File: config.mk
export PLATFORM = sky130hd
export DESIGN_NAME = id_ex_decode
export DESIGN_NICKNAME = d
export VERILOG_FILES = /design/src/rtl/cpu_defs.sv /design/src/rtl/imm_gen.sv /design/src/rtl/id_ex_decode.sv
export SDC_FILE = /design/constraint.sdc
export NUM_CORES = 1
export LEC_CHECK = 0
export CORE_ASPECT_RATIO = 1.1
export CORE_UTILIZATION = 42
export CTS_CLUSTER_SIZE = 25
export DETAILED_ROUTE_END_ITERATION = 10
export PLACE_DENSITY = 0.79
export SLEW_MARGIN = 15
export SYNTH_ARGS = -nofsm -noshare
export SYNTH_HDL_FRONTEND = slang
export SYNTH_SLANG_ARGS = --single-unit
File: constraint.sdc
create_clock -name Clock -period 6.5 [get_ports Clock]
set_clock_uncertainty 0.2 [all_clocks]
set_input_delay 0.975 -clock Clock [delete_from_list [all_inputs] [get_ports Clock]]
set_output_delay 0.975 -clock Clock [all_outputs]
set_load 0.02 [all_outputs]
File: src/rtl/cpu_defs.sv
// Shared definitions for the decode stage: ALU op codes, RV32I opcodes,
// immediate formats and the ID/EX bundle layout.
package cpu_defs;

  localparam int XLEN_SUPPORTED = 32;

  typedef enum logic [3:0] {
    ALU_ADD = 4'd0,
    ALU_SUB = 4'd1,
    ALU_AND = 4'd2,
    ALU_OR  = 4'd3,
    ALU_XOR = 4'd4,
    ALU_SLL = 4'd5,
    ALU_SRL = 4'd6,
    ALU_SRA = 4'd7,
    ALU_BEQ = 4'd8,
    ALU_BNE = 4'd9,
    ALU_BLT = 4'd10,
    ALU_BGE = 4'd11
  } alu_op_e;

  localparam logic [6:0] OPC_RTYPE  = 7'b0110011;
  localparam logic [6:0] OPC_IALU   = 7'b0010011;
  localparam logic [6:0] OPC_LOAD   = 7'b0000011;
  localparam logic [6:0] OPC_STORE  = 7'b0100011;
  localparam logic [6:0] OPC_BRANCH = 7'b1100011;
  localparam logic [6:0] OPC_JAL    = 7'b1101111;
  localparam logic [6:0] OPC_JALR   = 7'b1100111;
  localparam logic [6:0] OPC_LUI    = 7'b0110111;

  typedef enum logic [2:0] {
    IMM_I = 3'd0,
    IMM_S = 3'd1,
    IMM_B = 3'd2,
    IMM_U = 3'd3,
    IMM_J = 3'd4
  } imm_fmt_e;

  // One ID/EX bundle as held in the pipeline register.
  typedef struct packed {
    logic        ex_valid;
    alu_op_e     alu_op;
    logic        alu_b_sel;
    logic [31:0] imm;
    logic [31:0] res1;
    logic [31:0] res2;
    logic [31:0] pc;
    logic [4:0]  rs1;
    logic [4:0]  rs2;
    logic [4:0]  rd;
    logic        reg_write;
    logic        mem_read;
    logic        mem_write;
    logic        branch;
    logic        jal;
    logic        jalr;
    logic        lui;
    logic        illegal;
  } id_ex_t;

  // A bubble: not valid, no side effects, ADD, all data zero.
  function automatic id_ex_t bubble();
    id_ex_t b;
    b        = '0;
    b.alu_op = ALU_ADD;
    return b;
  endfunction

endpackage

File: src/rtl/imm_gen.sv
// Immediate generator: extracts and sign-extends the RV32I immediate for the
// selected instruction format. Purely combinational.
module imm_gen
  import cpu_defs::*;
(
  input  logic [31:7] i_instr,
  input  imm_fmt_e    i_fmt,
  output logic [31:0] o_imm
);

  // Reassemble the scattered immediate bits for each format; B and J are
  // halfword offsets so bit 0 is always zero.
  always_comb begin
    o_imm = '0;
    case (i_fmt)
      IMM_I: o_imm = {{20{i_instr[31]}}, i_instr[31:20]};
      IMM_S: o_imm = {{20{i_instr[31]}}, i_instr[31:25], i_instr[11:7]};
      IMM_B: o_imm = {{19{i_instr[31]}}, i_instr[31], i_instr[7],
                      i_instr[30:25], i_instr[11:8], 1'b0};
      IMM_U: o_imm = {i_instr[31:12], 12'd0};
      IMM_J: o_imm = {{11{i_instr[31]}}, i_instr[31], i_instr[19:12],
                      i_instr[20], i_instr[30:21], 1'b0};
      default: o_imm = '0;
    endcase
  end

endmodule

File: src/rtl/id_ex_decode.sv
// RV32I decode plus ID/EX pipeline register. The decoded bundle is captured
// on the rising edge; Flush inserts a bubble and takes priority over Stall,
// which holds the register. Every output comes straight from the register.
module id_ex_decode
  import cpu_defs::*;
#(
  parameter int XLEN = 32
)
(
  input  logic            Clock,
  input  logic            Reset,
  input  logic [31:0]     InstrIn,
  input  logic            InstrValid,
  input  logic [XLEN-1:0] PcIn,
  input  logic [XLEN-1:0] RegData1,
  input  logic [XLEN-1:0] RegData2,
  input  logic            Stall,
  input  logic            Flush,
  output logic            ExValid,
  output logic [3:0]      AluOperation,
  output logic            AluBSelect,
  output logic [XLEN-1:0] Immediate,
  output logic [XLEN-1:0] Resource1,
  output logic [XLEN-1:0] Resource2,
  output logic [XLEN-1:0] PcOut,
  output logic [4:0]      Rs1,
  output logic [4:0]      Rs2,
  output logic [4:0]      Rd,
  output logic            RegWrite,
  output logic            MemRead,
  output logic            MemWrite,
  output logic            Branch,
  output logic            Jal,
  output logic            Jalr,
  output logic            Lui,
  output logic            IllegalInstr
);

  logic [6:0]  w_opcode;
  logic [2:0]  w_f3;
  logic [6:0]  w_f7;
  imm_fmt_e    w_fmt;
  logic [31:0] w_imm_raw;
  logic        w_use_imm;
  logic        w_shamt;
  logic        w_legal;
  id_ex_t      w_dec;
  id_ex_t      w_next;
  id_ex_t      r_idex;

  assign w_opcode = InstrIn[6:0];
  assign w_f3     = InstrIn[14:12];
  assign w_f7     = InstrIn[31:25];

  // Immediate format depends only on the opcode.
  always_comb begin
    w_fmt = IMM_I;
    case (w_opcode)
      OPC_STORE:  w_fmt = IMM_S;
      OPC_BRANCH: w_fmt = IMM_B;
      OPC_JAL:    w_fmt = IMM_J;
      OPC_LUI:    w_fmt = IMM_U;
      default:    w_fmt = IMM_I;
    endcase
  end

  imm_gen u_imm_gen (
    .i_instr (InstrIn[31:7]),
    .i_fmt   (w_fmt),
    .o_imm   (w_imm_raw)
  );

  // Decode the instruction into a bundle; unsupported encodings collapse to
  // an ADD with no side effects and the illegal flag set.
  always_comb begin
    w_dec     = bubble();
    w_use_imm = 1'b0;
    w_shamt   = 1'b0;
    w_legal   = 1'b0;

    case (w_opcode)
      OPC_RTYPE: begin
        w_legal         = 1'b1;
        w_dec.reg_write = 1'b1;
        case (w_f3)
          3'b000:  w_dec.alu_op = w_f7[5] ? ALU_SUB : ALU_ADD;
          3'b001:  w_dec.alu_op = ALU_SLL;
          3'b100:  w_dec.alu_op = ALU_XOR;
          3'b101:  w_dec.alu_op = w_f7[5] ? ALU_SRA : ALU_SRL;
          3'b110:  w_dec.alu_op = ALU_OR;
          3'b111:  w_dec.alu_op = ALU_AND;
          default: w_legal = 1'b0;
        endcase
        // funct7 may only be 0, or 0x20 for the SUB/SRA variants.
        if (!((w_f7 == 7'h00) ||
              ((w_f7 == 7'h20) && ((w_f3 == 3'b000) || (w_f3 == 3'b101)))))
          w_legal = 1'b0;
      end
      OPC_IALU: begin
        w_legal         = 1'b1;
        w_dec.reg_write = 1'b1;
        w_dec.alu_b_sel = 1'b1;
        w_use_imm       = 1'b1;
        case (w_f3)
          3'b000: w_dec.alu_op = ALU_ADD;
          3'b001: begin
            w_dec.alu_op = ALU_SLL;
            w_shamt      = 1'b1;
            if (w_f7 != 7'h00) w_legal = 1'b0;
          end
          3'b100: w_dec.alu_op = ALU_XOR;
          3'b101: begin
            w_dec.alu_op = w_f7[5] ? ALU_SRA : ALU_SRL;
            w_shamt      = 1'b1;
            if ((w_f7 != 7'h00) && (w_f7 != 7'h20)) w_legal = 1'b0;
          end
          3'b110:  w_dec.alu_op = ALU_OR;
          3'b111:  w_dec.alu_op = ALU_AND;
          default: w_legal = 1'b0;
        endcase
      end
      OPC_LOAD: begin
        w_legal         = (w_f3 == 3'b010);
        w_dec.alu_b_sel = 1'b1;
        w_use_imm       = 1'b1;
        w_dec.mem_read  = 1'b1;
        w_dec.reg_write = 1'b1;
      end
      OPC_STORE: begin
        w_legal         = (w_f3 == 3'b010);
        w_dec.alu_b_sel = 1'b1;
        w_use_imm       = 1'b1;
        w_dec.mem_write = 1'b1;
      end
      OPC_BRANCH: begin
        w_legal      = 1'b1;
        w_use_imm    = 1'b1;
        w_dec.branch = 1'b1;
        case (w_f3)
          3'b000:  w_dec.alu_op = ALU_BEQ;
          3'b001:  w_dec.alu_op = ALU_BNE;
          3'b100:  w_dec.alu_op = ALU_BLT;
          3'b101:  w_dec.alu_op = ALU_BGE;
          default: w_legal = 1'b0;
        endcase
      end
      OPC_JAL: begin
        w_legal         = 1'b1;
        w_use_imm       = 1'b1;
        w_dec.jal       = 1'b1;
        w_dec.reg_write = 1'b1;
      end
      OPC_JALR: begin
        w_legal         = (w_f3 == 3'b000);
        w_dec.alu_b_sel = 1'b1;
        w_use_imm       = 1'b1;
        w_dec.jalr      = 1'b1;
        w_dec.reg_write = 1'b1;
      end
      OPC_LUI: begin
        w_legal         = 1'b1;
        w_dec.alu_b_sel = 1'b1;
        w_use_imm       = 1'b1;
        w_dec.lui       = 1'b1;
        w_dec.reg_write = 1'b1;
      end
      default: w_legal = 1'b0;
    endcase

    w_dec.ex_valid = 1'b1;
    w_dec.pc       = PcIn;
    w_dec.res1     = RegData1;
    w_dec.res2     = RegData2;
    w_dec.rs1      = InstrIn[19:15];
    w_dec.rs2      = InstrIn[24:20];
    w_dec.rd       = InstrIn[11:7];

    // Shift immediates carry only the zero-extended shift amount.
    if (w_shamt)
      w_dec.imm = {27'd0, InstrIn[24:20]};
    else if (w_use_imm)
      w_dec.imm = w_imm_raw;

    // lui adds the U-immediate to zero.
    if (w_dec.lui)
      w_dec.res1 = '0;

    if (!w_legal) begin
      w_dec.alu_op    = ALU_ADD;
      w_dec.alu_b_sel = 1'b0;
      w_dec.imm       = '0;
      w_dec.reg_write = 1'b0;
      w_dec.mem_read  = 1'b0;
      w_dec.mem_write = 1'b0;
      w_dec.branch    = 1'b0;
      w_dec.jal       = 1'b0;
      w_dec.jalr      = 1'b0;
      w_dec.lui       = 1'b0;
      w_dec.illegal   = 1'b1;
    end

    // Writes to x0 are discarded at decode.
    if (w_dec.rd == 5'd0)
      w_dec.reg_write = 1'b0;
  end

  // A slot without a real instruction becomes a bubble.
  always_comb begin
    w_next = InstrValid ? w_dec : bubble();
  end

  // ID/EX register: reset > flush > stall > load.
  always_ff @(posedge Clock or posedge Reset) begin
    if (Reset)
      r_idex <= bubble();
    else if (Flush)
      r_idex <= bubble();
    else if (!Stall)
      r_idex <= w_next;
  end

  assign ExValid      = r_idex.ex_valid;
  assign AluOperation = r_idex.alu_op;
  assign AluBSelect   = r_idex.alu_b_sel;
  assign Immediate    = r_idex.imm;
  assign Resource1    = r_idex.res1;
  assign Resource2    = r_idex.res2;
  assign PcOut        = r_idex.pc;
  assign Rs1          = r_idex.rs1;
  assign Rs2          = r_idex.rs2;
  assign Rd           = r_idex.rd;
  assign RegWrite     = r_idex.reg_write;
  assign MemRead      = r_idex.mem_read;
  assign MemWrite     = r_idex.mem_write;
  assign Branch       = r_idex.branch;
  assign Jal          = r_idex.jal;
  assign Jalr         = r_idex.jalr;
  assign Lui          = r_idex.lui;
  assign IllegalInstr = r_idex.illegal;

endmodule

==> impl_results.md <==
- Run status: finished, final reports clean
- Total congestion overflow: 0
- Cells along the critical path: clkdlybuf4s50_1, nor3b_1, and2_0, nor2_1, a21oi_1, o31ai_2
- Share of the core filled with cells: 66.9%
- Area of the die: 15900 um^2
- First-pass GRT wire length: 31.3 mm
- Final number of hold-violating endpoints: 0
- Via density per instance: 5.57
- Worst setup slack before clock tree synthesis: 2620 ps
- Starting Density: 42.9%
- Standard cell core area: 15100 um^2
- Placement Cell Area: 9410 um^2
- Top cells by instance count after synthesis: sky130_fd_sc_hd__dfrtp_1, sky130_fd_sc_hd__a22o_1, sky130_fd_sc_hd__nand2_1
- Flip-flop and latch count after synthesis: 157
- Hold/Removal Path Class: reg2reg
- Detailed Place HPWL: 13.7 mm
- Initial antenna violation count: 0
- Number of filler instances in the final layout: 1114
- First drt pass iteration count: 7
- Post-CTS setup-driven buffer insertion count: 0
- Post-Syn Area: 6460 um^2
- Data arrival time of the critical path: 3620 ps
- Remaining antenna violation count: 0
- Final slew viol count: 0
- Routed length per instance: 20.0 um
- Antenna diode instance count: 0
- Row Count: 47
- Clock sink count: 157
- Register area: 3930 um^2
- Final net count: 909
- Slew margin rel.: 24.5%
- Via count of the first global-routing pass: 5614
- Synthesized instance count: 508
- Fraction of layout cells with a size suffix above 1: 10.3%
- Yosys top cell area share: 60.8%
- Startpoint of the worst register-to-register path: Resource1[20]$_DFFE_PP0P_
- Area overhead of the layout relative to synthesis: 55.8%
- All-Layer GR Usage: 25.5%
- Post-synthesis area per instance: 12.7 um^2
- Pin count of the biggest net entering global routing: 99
- Number of vias after detailed routing: 5477
- Worst voltage drop across the vdd grid: 146 uV
- Achievable clock frequency: 281 MHz
- Leak Pwr: 4.36 nW
- Count of synthesis-stage warnings from yosys: 0
- Critical path capture point type: flip-flop
- Max-capacitance violation count: 0
- Hold Startpoint: Branch$_DFFE_PP0P_
- Met3 WL: 1.80 mm
- DR top layer: met4
- CTS tree: yes
- EDFF count, synth: 0
- Global placer's final weighted congestion: 0.898
- Master of the slowest instance on the critical path: sky130_fd_sc_hd__clkdlybuf4s50_1
- CTS Buf Count: 17
- Skew-Pair Late Insertion Delay: 410 ps
- Minimum setup slack in the final design: 2940 ps
- Critical path launch point type: input pin
- Critical setup path kind: in2reg
- Violation count after the first detailed-route iteration: 316
- Final setup violating endpoints: 0
- Post-layout minimum cycle time: 3560 ps
- Pin slew with the least headroom to its limit: 1130 ps
- Top cells by area in the synthesized netlist: sky130_fd_sc_hd__dfrtp_1, sky130_fd_sc_hd__a22o_1, sky130_fd_sc_hd__o31ai_2
- Critical Path Max Stage Delay: 750 ps
- Die Width: 120 um
- Sequential-to-total area share from yosys stat: 60.8%
- Number of remaining DRC errors: 0
- Total power per unit cell area: 239 nW/um^2
- Post-route worst hold slack: 280 ps
- Synth area leader: sky130_fd_sc_hd__dfrtp_1
- Async S/R FF share, synth: 100%
- H-Tree Depth: 4
- I/O pin cnt: 290
- Routed WL: 19.7 mm
- Data required time of the critical path: 6570 ps
- Number of nets produced by synthesis: 641
- Number of distinct library cell variants in the gate-level netlist after synthesis: 52
- Clock edge transition at the registers on the reported setup and hold paths: 60 ps
- Count of hold-fix buffers inserted at cts: 0
- Count of buffers from port buffering: 289
- Final-layout setup total negative slack: 0 ps
- CTS resizes: 0
- Maximum root-to-sink buffer count: 2
- Main flop type after synthesis: sky130_fd_sc_hd__dfrtp_1
- Critical path startpoint: InstrIn[4]
- Setup repair after global routing missed its margin: false
- Chip height: 132 um
- Final instance area: 10100 um^2
- Wire length on met1: 7.82 mm
- Met2 routed WL: 9.45 mm
- Root Buffer Master: sky130_fd_sc_hd__clkbuf_16
- Most frequent cell after synthesis: sky130_fd_sc_hd__dfrtp_1
- Biggest fanout along the worst timing path: 14
- Area taken by multi-input logic gates: 2280 um^2
- Share of the clock period used by the worst path: 54.7%
-- worst paths after layout --
check / cells past startpoint / slack (ps) / to
max: 6 / 2940 / Immediate[22]$_DFFE_PP0P_
min: 2 / 280 / Branch$_DFFE_PP0P_
max reg2reg: 1 / 5560 / Resource1[20]$_DFFE_PP0P_
min reg2reg: 2 / 280 / Branch$_DFFE_PP0P_
max in group asynchronous: 3 / 3890 / Immediate[22]$_DFFE_PP0P_
min in group asynchronous: 2 / 930 / Resource1[25]$_DFFE_PP0P_
-- cell usage in the layout (no fill, tap or decap), types with 2 or more instances in the layout --
| cell type | netlist | routed |
|---|---|---|
| sky130_fd_sc_hd__a32o_1 | 4 | 4 |
| sky130_fd_sc_hd__nor3_1 | 3 | 3 |
| sky130_fd_sc_hd__a21oi_1 | 22 | 22 |
| sky130_fd_sc_hd__a22oi_1 | 4 | 4 |
| sky130_fd_sc_hd__o21ai_0 | 7 | 7 |
| sky130_fd_sc_hd__clkbuf_16 | 0 | 17 |
| sky130_fd_sc_hd__nor2_1 | 13 | 12 |
| sky130_fd_sc_hd__nand2_1 | 56 | 56 |
| sky130_fd_sc_hd__dfrtp_1 | 157 | 157 |
| sky130_fd_sc_hd__clkdlybuf4s50_1 | 0 | 289 |
| sky130_fd_sc_hd__nor3b_1 | 3 | 2 |
| sky130_fd_sc_hd__inv_6 | 0 | 2 |
| sky130_fd_sc_hd__clkinv_4 | 0 | 3 |
| sky130_fd_sc_hd__clkinvlp_4 | 0 | 2 |
| sky130_fd_sc_hd__buf_4 | 4 | 6 |
| sky130_fd_sc_hd__o31ai_1 | 5 | 5 |
| sky130_fd_sc_hd__bufinv_16 | 0 | 5 |
| sky130_fd_sc_hd__xor2_1 | 2 | 2 |
| sky130_fd_sc_hd__o31ai_2 | 30 | 30 |
| sky130_fd_sc_hd__nor2b_1 | 4 | 3 |
| sky130_fd_sc_hd__nand3_1 | 4 | 4 |
| sky130_fd_sc_hd__a22o_1 | 111 | 111 |
| sky130_fd_sc_hd__a32oi_1 | 2 | 2 |
| sky130_fd_sc_hd__inv_1 | 3 | 2 |
| sky130_fd_sc_hd__o41ai_1 | 2 | 2 |
-- registers in the layout, summed over array words and instances (netlist names), 4 cells and up --
signal        count
Resource2        32
PcOut            32
AluOperation      4
Immediate        32
Resource1        32
Rd                5
Rs2               5
Rs1               5
-- where the power goes --
group	internal, mW	switching (mW)
clock network	0.695	0.402
logic	0.146	0.147
registers	1.00	0.0150
-- routing by layer --
layer	global-route usage (%)	vias up
met1	31.9	2709
met2	40.4	279
met4	11.7	0
met5	0	-
li1	-	2442
met3	7.83	47
-- metrics by stage --
stage,power [mW],cells
3_5_place_dp,1.33,953
6_report,2.41,984
4_1_cts,2.43,984
3_3_place_gp,1.32,953
2_1_floorplan,1.16,508
5_1_grt,2.49,984
-- cells by family (layout without fill, tap and decap cells) --
logic type	count (synthesis)	after routing	synth area share, %
XOR/XNOR	2	2	0.271
AND/OR/NAND/NOR	104	104	8.15
buffers and inverters	49	329	4.05
flip-flops	157	157	60.8
AO/OA/AOI/OAI	196	196	26.7
-- worst max-delay path, delay by kind of cell --
kind	cells	cell delay (ps)
simple gates	3	1540
compound gates	2	340
buf+inv	1	750
-- final cells by class --
type | count | share of cell area (%)
Tap cell | 196 | 2.44
Sequential cell | 157 | 39.0
Timing Repair Buffer | 295 | 29.2
Clock inverter | 12 | 2.10
Clock buffer | 19 | 4.40
Inverter | 3 | 0.162
Multi-Input combinational cell | 302 | 22.7
No activity file was read; power rests on OpenSTA's default activity.
